**src/rtl/menu_pkg.sv**
```systemverilog
// Shared constants and types for the menu overlay pixel stage.
package menu_pkg;

  localparam int IDX_W = 3;

  // 12-bit RGB colours, 4 bits per channel, red in the top nibble.
  localparam logic [11:0] COL_BLANK  = 12'h000;
  localparam logic [11:0] COL_BG     = 12'h001;
  localparam logic [11:0] COL_ITEM   = 12'h448;
  localparam logic [11:0] COL_HILITE = 12'hFF0;

  // Default menu geometry for a 640x480 raster.
  localparam int DEF_N_ITEMS  = 6;
  localparam int DEF_MENU_X0  = 160;
  localparam int DEF_MENU_Y0  = 120;
  localparam int DEF_ITEM_W   = 320;
  localparam int DEF_ITEM_H   = 40;
  localparam int DEF_ITEM_GAP = 8;
  localparam int DEF_WRAP     = 1;

  // What the first pixel stage remembers about one pixel.
  typedef struct packed {
    logic box;
    logic sel;
    logic valid;
    logic hs;
    logic vs;
  } stage1_t;

  // Colour priority: blanking, then highlighted box, then plain box, then background.
  function automatic logic [11:0] colour_of(input stage1_t s);
    logic [11:0] c;
    c = COL_BG;
    if (!s.valid) begin
      c = COL_BLANK;
    end else if (s.box && s.sel) begin
      c = COL_HILITE;
    end else if (s.box) begin
      c = COL_ITEM;
    end
    return c;
  endfunction

endpackage

```
**src/rtl/menu_overlay_btn_edge.sv**
```systemverilog
// Two-flop synchronizer followed by a rising-edge detector for one button.
module btn_edge (
  input  logic clk,
  input  logic rst,
  input  logic btn_i,
  output logic pulse_o
);

  logic sync1_q;
  logic sync2_q;
  logic prev_q;

  // Synchronize the raw button and remember the previous synchronized level.
  always_ff @(posedge clk) begin
    if (!rst) begin
      sync1_q <= 1'b0;
      sync2_q <= 1'b0;
      prev_q  <= 1'b0;
    end else begin
      sync1_q <= btn_i;
      sync2_q <= sync1_q;
      prev_q  <= sync2_q;
    end
  end

  assign pulse_o = sync2_q & ~prev_q;

endmodule

```
**src/rtl/menu_overlay.sv**
```systemverilog
// Menu overlay: draws a vertical list of boxes with a highlighted cursor item
// on top of the VGA timing stream and delays the syncs to match the colour.
module menu_overlay
  import menu_pkg::*;
#(
  parameter int N_ITEMS  = DEF_N_ITEMS,
  parameter int MENU_X0  = DEF_MENU_X0,
  parameter int MENU_Y0  = DEF_MENU_Y0,
  parameter int ITEM_W   = DEF_ITEM_W,
  parameter int ITEM_H   = DEF_ITEM_H,
  parameter int ITEM_GAP = DEF_ITEM_GAP,
  parameter int WRAP     = DEF_WRAP
) (
  input  logic             clk,
  input  logic             rst,
  input  logic             pix_en,
  input  logic [9:0]       x,
  input  logic [9:0]       y,
  input  logic             valid,
  input  logic             hsync_in,
  input  logic             vsync_in,
  input  logic             newframe,
  input  logic             btn_up,
  input  logic             btn_down,
  input  logic             btn_sel,
  output logic [3:0]       red,
  output logic [3:0]       green,
  output logic [3:0]       blue,
  output logic             hsync_out,
  output logic             vsync_out,
  output logic [IDX_W-1:0] cursor,
  output logic [IDX_W-1:0] sel_item,
  output logic             sel_strobe
);

  localparam int P = ITEM_H + ITEM_GAP;
  localparam logic [9:0]       X_LO     = 10'(MENU_X0);
  localparam logic [9:0]       X_HI     = 10'(MENU_X0 + ITEM_W);
  localparam logic [9:0]       Y_TOP    = 10'(MENU_Y0);
  localparam logic [9:0]       BOX_H    = 10'(ITEM_H);
  localparam logic [9:0]       P_LAST   = 10'(P - 1);
  localparam logic [IDX_W-1:0] LAST_IDX = IDX_W'(N_ITEMS - 1);
  localparam stage1_t          S1_IDLE  = '{box: 1'b0, sel: 1'b0, valid: 1'b0, hs: 1'b1, vs: 1'b1};

  logic up_evt, dn_evt, sel_evt;

  btn_edge u_up  (.clk(clk), .rst(rst), .btn_i(btn_up),   .pulse_o(up_evt));
  btn_edge u_dn  (.clk(clk), .rst(rst), .btn_i(btn_down), .pulse_o(dn_evt));
  btn_edge u_sel (.clk(clk), .rst(rst), .btn_i(btn_sel),  .pulse_o(sel_evt));

  logic             pend_up_q, pend_up_d, pend_dn_q, pend_dn_d;
  logic [IDX_W-1:0] cursor_q, cursor_d, sel_item_q, sel_item_d;
  logic             sel_strobe_q, sel_strobe_d;
  logic             in_rows_q, in_rows_d;
  logic [IDX_W-1:0] item_idx_q, item_idx_d;
  logic [9:0]       line_cnt_q, line_cnt_d;
  logic             in_box;
  stage1_t          s1_q, s1_d;
  logic [11:0]      rgb_q, rgb_d;
  logic             hs_q, hs_d, vs_q, vs_d;

  // Cursor moves are collected during the frame and applied only at frame start;
  // an edge that lands on the newframe cycle itself waits for the next frame.
  always_comb begin
    pend_up_d    = pend_up_q | up_evt;
    pend_dn_d    = pend_dn_q | dn_evt;
    cursor_d     = cursor_q;
    sel_strobe_d = sel_evt;
    sel_item_d   = sel_evt ? cursor_q : sel_item_q;
    if (newframe) begin
      pend_up_d = up_evt;
      pend_dn_d = dn_evt;
      if (pend_up_q && !pend_dn_q) begin
        if (cursor_q != '0) begin
          cursor_d = cursor_q - IDX_W'(1);
        end else if (WRAP != 0) begin
          cursor_d = LAST_IDX;
        end
      end else if (pend_dn_q && !pend_up_q) begin
        if (cursor_q != LAST_IDX) begin
          cursor_d = cursor_q + IDX_W'(1);
        end else if (WRAP != 0) begin
          cursor_d = '0;
        end
      end
    end
  end

  // Row tracker: counts lines inside the menu band at the start of each line,
  // so the current item and in-box state need no division.
  always_comb begin
    in_rows_d  = in_rows_q;
    item_idx_d = item_idx_q;
    line_cnt_d = line_cnt_q;
    if (newframe) begin
      in_rows_d  = 1'b0;
      item_idx_d = '0;
      line_cnt_d = '0;
    end else if (pix_en && (x == 10'd0)) begin
      if (y == Y_TOP) begin
        in_rows_d  = 1'b1;
        item_idx_d = '0;
        line_cnt_d = '0;
      end else if (in_rows_q) begin
        if (line_cnt_q == P_LAST) begin
          line_cnt_d = '0;
          item_idx_d = item_idx_q + IDX_W'(1);
          if (item_idx_q == LAST_IDX) begin
            in_rows_d = 1'b0;
          end
        end else begin
          line_cnt_d = line_cnt_q + 10'd1;
        end
      end
    end
  end

  assign in_box = in_rows_q && (line_cnt_q < BOX_H) && (x >= X_LO) && (x < X_HI);

  // Two-stage pixel pipeline that only advances on the pixel strobe.
  always_comb begin
    s1_d  = s1_q;
    rgb_d = rgb_q;
    hs_d  = hs_q;
    vs_d  = vs_q;
    if (pix_en) begin
      s1_d  = '{box: in_box, sel: (item_idx_q == cursor_q), valid: valid,
                hs: hsync_in, vs: vsync_in};
      rgb_d = colour_of(s1_q);
      hs_d  = s1_q.hs;
      vs_d  = s1_q.vs;
    end
  end

  // State registers; reset discards pending moves and flushes the pipeline.
  always_ff @(posedge clk) begin
    if (!rst) begin
      pend_up_q    <= 1'b0;
      pend_dn_q    <= 1'b0;
      cursor_q     <= '0;
      sel_item_q   <= '0;
      sel_strobe_q <= 1'b0;
      in_rows_q    <= 1'b0;
      item_idx_q   <= '0;
      line_cnt_q   <= '0;
      s1_q         <= S1_IDLE;
      rgb_q        <= COL_BLANK;
      hs_q         <= 1'b1;
      vs_q         <= 1'b1;
    end else begin
      pend_up_q    <= pend_up_d;
      pend_dn_q    <= pend_dn_d;
      cursor_q     <= cursor_d;
      sel_item_q   <= sel_item_d;
      sel_strobe_q <= sel_strobe_d;
      in_rows_q    <= in_rows_d;
      item_idx_q   <= item_idx_d;
      line_cnt_q   <= line_cnt_d;
      s1_q         <= s1_d;
      rgb_q        <= rgb_d;
      hs_q         <= hs_d;
      vs_q         <= vs_d;
    end
  end

  assign red        = rgb_q[11:8];
  assign green      = rgb_q[7:4];
  assign blue       = rgb_q[3:0];
  assign hsync_out  = hs_q;
  assign vsync_out  = vs_q;
  assign cursor     = cursor_q;
  assign sel_item   = sel_item_q;
  assign sel_strobe = sel_strobe_q;

endmodule

```
**config.mk**
```make
export PLATFORM = sky130hd
export DESIGN_NAME = menu_overlay
export DESIGN_NICKNAME = d
export VERILOG_FILES = /design/src/rtl/menu_pkg.sv /design/src/rtl/menu_overlay_btn_edge.sv /design/src/rtl/menu_overlay.sv
export SDC_FILE = /design/constraint.sdc
export NUM_CORES = 1
export LEC_CHECK = 0
export ABC_AREA = 1
export CAP_MARGIN = 20
export CORE_UTILIZATION = 50
export DETAILED_ROUTE_END_ITERATION = 12
export PLACE_DENSITY = 0.86
export SYNTH_ARGS = -nofsm -noshare
export SYNTH_HDL_FRONTEND = slang
export SYNTH_HIERARCHICAL = 1
export SYNTH_SLANG_ARGS = --single-unit
```
**constraint.sdc**
```tcl
create_clock -name clk -period 2 [get_ports clk]
set_input_delay 0.4 -clock clk [delete_from_list [all_inputs] [get_ports clk]]
set_output_delay 0.4 -clock clk [all_outputs]
set_load 0.01 [all_outputs]
```
==> out/metrics.cfg <==
[setup_path]
required_ns=1.60
crit_path_start_kind=flop
crit_chain=clkdlybuf4s50_1
end_kind=output port
crit_family=buffers and inverters
cp.arrival_ns=1.37
worst_path_largest_cell_delay_ns=0.59
ff2ff_setup_slack_ns=0.41
r2r-start=line_cnt_q[0]
r2r_cells=8
r2r_end=item_idx_q[1]
cp_num_buf_inv=1
worstPathMaxFanout=7
crit_type=flop to output port
crit_path_top_delay_cell=clkdlybuf4s50_1

[clock_network]
htreeDepth=2
root_buffer=clkbuf_8
postCtsSetupRepairBufs=0
holdBufCountCts=0
cts_tree=yes
clock_sinks=43
insertion_delay_ns=0.30
clk_path_buf_depth=2
cts_made_buffers=5
clk_pin_slew_ns=0.09
cts-resized-gates=0

[global_route]
grt_util_met2=0.418
use_met3=0.0408
antenna_found_initial=0
gr-usage-all-layers=0.221
met1_usage=0.253
grt_max_degree=23
overflow=0
busiest_layer=met2
grt_pass1_wl_um=9070
grt_pass1_vias=2222

[sta]
rsz0062_at_grt=no
slew_violations=0
max_freq_mhz=565
setup_viol=0
fin_tns_setup_ns=0
finalHoldViolCount=0
final.setup.worst_slack_ns=0.230
fin_crit_ns=1.77
fin_crit_sh=0.885
finClkSkew_ns=0.00984

[synthesis]
synth-async-reset-ratio=0
syn_avg_cell_area_um2=6.87
synthFlopType=dfxtp_1
synthTopCellsByArea=dfxtp_1 (36%), nand2_1 (13%), inv_1 (7.9%)
synth_top_area_frac=0.357
ys_ff_latch=43
synth_edf_count=0
syn_inst=351
synth.distinct_cells=38
yosysWarnings=6
synthesis.area_um2=2410
yosys.area.top_type=dfxtp_1
ys_seq_area_frac=0.357

[floorplanning]
io_pins=51
die_h_um=71.4
core_area_um2=4500
row_count=24
die_area_um2=5100
initial_utilization=0.535
die_w_um=71.4

[final_layout]
design_area_um2=3020
drive_gt1_frac=0.125
area_delta_synth_final_pct=25.2
final_cells=452
diodes=0
fin_nets=433

[min_path]
hold_path.class=flop to flop
min_path_cells=2
worstHoldStart=u_up/sync1_q
min_to=u_up/sync2_q

[drt]
vias_per_cell=5.00
drtIter0Drc=103
wl_per_cell_um=11.6
drc=0
vias=2258
ant_nets=0
drt_pass1_iterations=4
drt-total-wl_um=5230

[power]
power_density_nw_per_um2=588
total_power_mw=1.78
p_leak_nw=1.38
ir_drop_uv=393

[status]
status=finished, final reports clean

[placement]
post-place-cells=444
gp_congestion=0.838
io_buffers=48
dp_hpwl_um=4130
place_area_um2=2910
preCtsSetupSlack_ns=0.123

[run]
cap_violations=0

-- synth_stat cells, types with 3 or more instances --
library cell and number:
nand2_1 83, o21ai_0 13, buf_4 8, nand4_1 5, nor2_2 8, nand3_1 24
inv_2 10, nand2_2 5, a21oi_1 24, inv_1 51, dfxtp_1 43, xnor2_1 3
nor2_1 36, ha_1 4, nor3_1 4
-- per-stage QoR --
stage	util	hold slack, ns
after floorplan	-	0.386
after global placement	0.645	0.388
after detailed placement	0.645	0.397
after CTS	0.670	0.412
after global routing	0.670	0.424
final	0.670	0.409
-- state kept, by name, indices dropped and copies added (netlist names) --
| name | count |
|---|---|
| line_cnt_q | 10 |
| s1_q | 5 |
| rgb_q | 4 |
| cursor | 3 |
| item_idx_q | 3 |
| sel_item | 3 |
| hsync_out | 1 |
| in_rows_q | 1 |
| pend_dn_q | 1 |
| pend_up_q | 1 |
| sel_strobe | 1 |
| u_dn/prev_q | 1 |
| u_dn/sync1_q | 1 |
| u_dn/sync2_q | 1 |
| u_sel/prev_q | 1 |
| u_sel/sync1_q | 1 |
| u_sel/sync2_q | 1 |
| u_up/prev_q | 1 |
| u_up/sync1_q | 1 |
| u_up/sync2_q | 1 |
| vsync_out | 1 |
-- layer usage --
layer  wire [µm]  up-vias
met5           0        -
met3         210       11
met1        2230     1021
met2        2710       48
met4          73        0
li1            -     1178
-- power breakdown --
group / switching, mW / internal, mW / total, mW / leakage (nW)
Sequential: 0.0149 / 0.881 / 0.896 / 0.351
Combinational: 0.0964 / 0.106 / 0.202 / 0.970
Clock: 0.306 / 0.372 / 0.677 / 0.0581
-- how the worst max path moves through the flow --
stage	from	end	slack [ns]	cells past startpoint
after floorplan	line_cnt_q[0]	item_idx_q[1]	0.68	8
after global placement	x[8]	line_cnt_q[2]	0.12	11
after detailed placement	pix_en	line_cnt_q[2]	0.12	12
after CTS	cursor[1]	cursor[1]	0.23	1
after global routing	cursor[1]	cursor[1]	0.18	1
final	cursor[1]	cursor[1]	0.23	1
-- cell usage in the layout (no fill, tap or decap) --
cell type,instances
clkbuf_8,5
nand4_1,5
a21oi_2,1
inv_1,51
a21oi_1,24
o211ai_1,1
nor3b_2,1
a211oi_1,1
o21ai_0,13
nor2_2,8
nand2_2,5
inv_6,1
bufinv_16,1
o21a_1,1
dfxtp_1,43
o21ai_1,1
nand3_4,1
xor2_1,2
inv_2,10
nand3_2,2
clkdlybuf4s50_1,48
buf_4,4
nand3_1,24
nand2_1,83
and2_1,1
nor2_8,2
nand3b_4,1
conb_1,2
nand2_4,1
clkinv_4,1
or2_0,1
clkinv_2,1
nor2_4,2
nor3_1,4
o21ai_2,1
a31oi_1,2
nor2_1,36
xnor2_1,3
a21oi_4,2
ha_1,4
-- area by class of cell --
cell class,instances,area (µm²)
clock buffers,5,68.8
clock inverters,3,43.8
fillers,414,1490
inverters,62,238
multi-input cells,235,1230
flip-flops and latches,43,861
well taps,52,65.1
repair buffers,52,510
-- cell families after synthesis --
logic type	share of synthesized area
buf+inv	0.133
simple gates	0.355
flops	0.357
xor+xnor	0.0182
other cells	0.00156
fa+ha+maj	0.0208
compound gates	0.114
(Power assumes the default switching activity.)
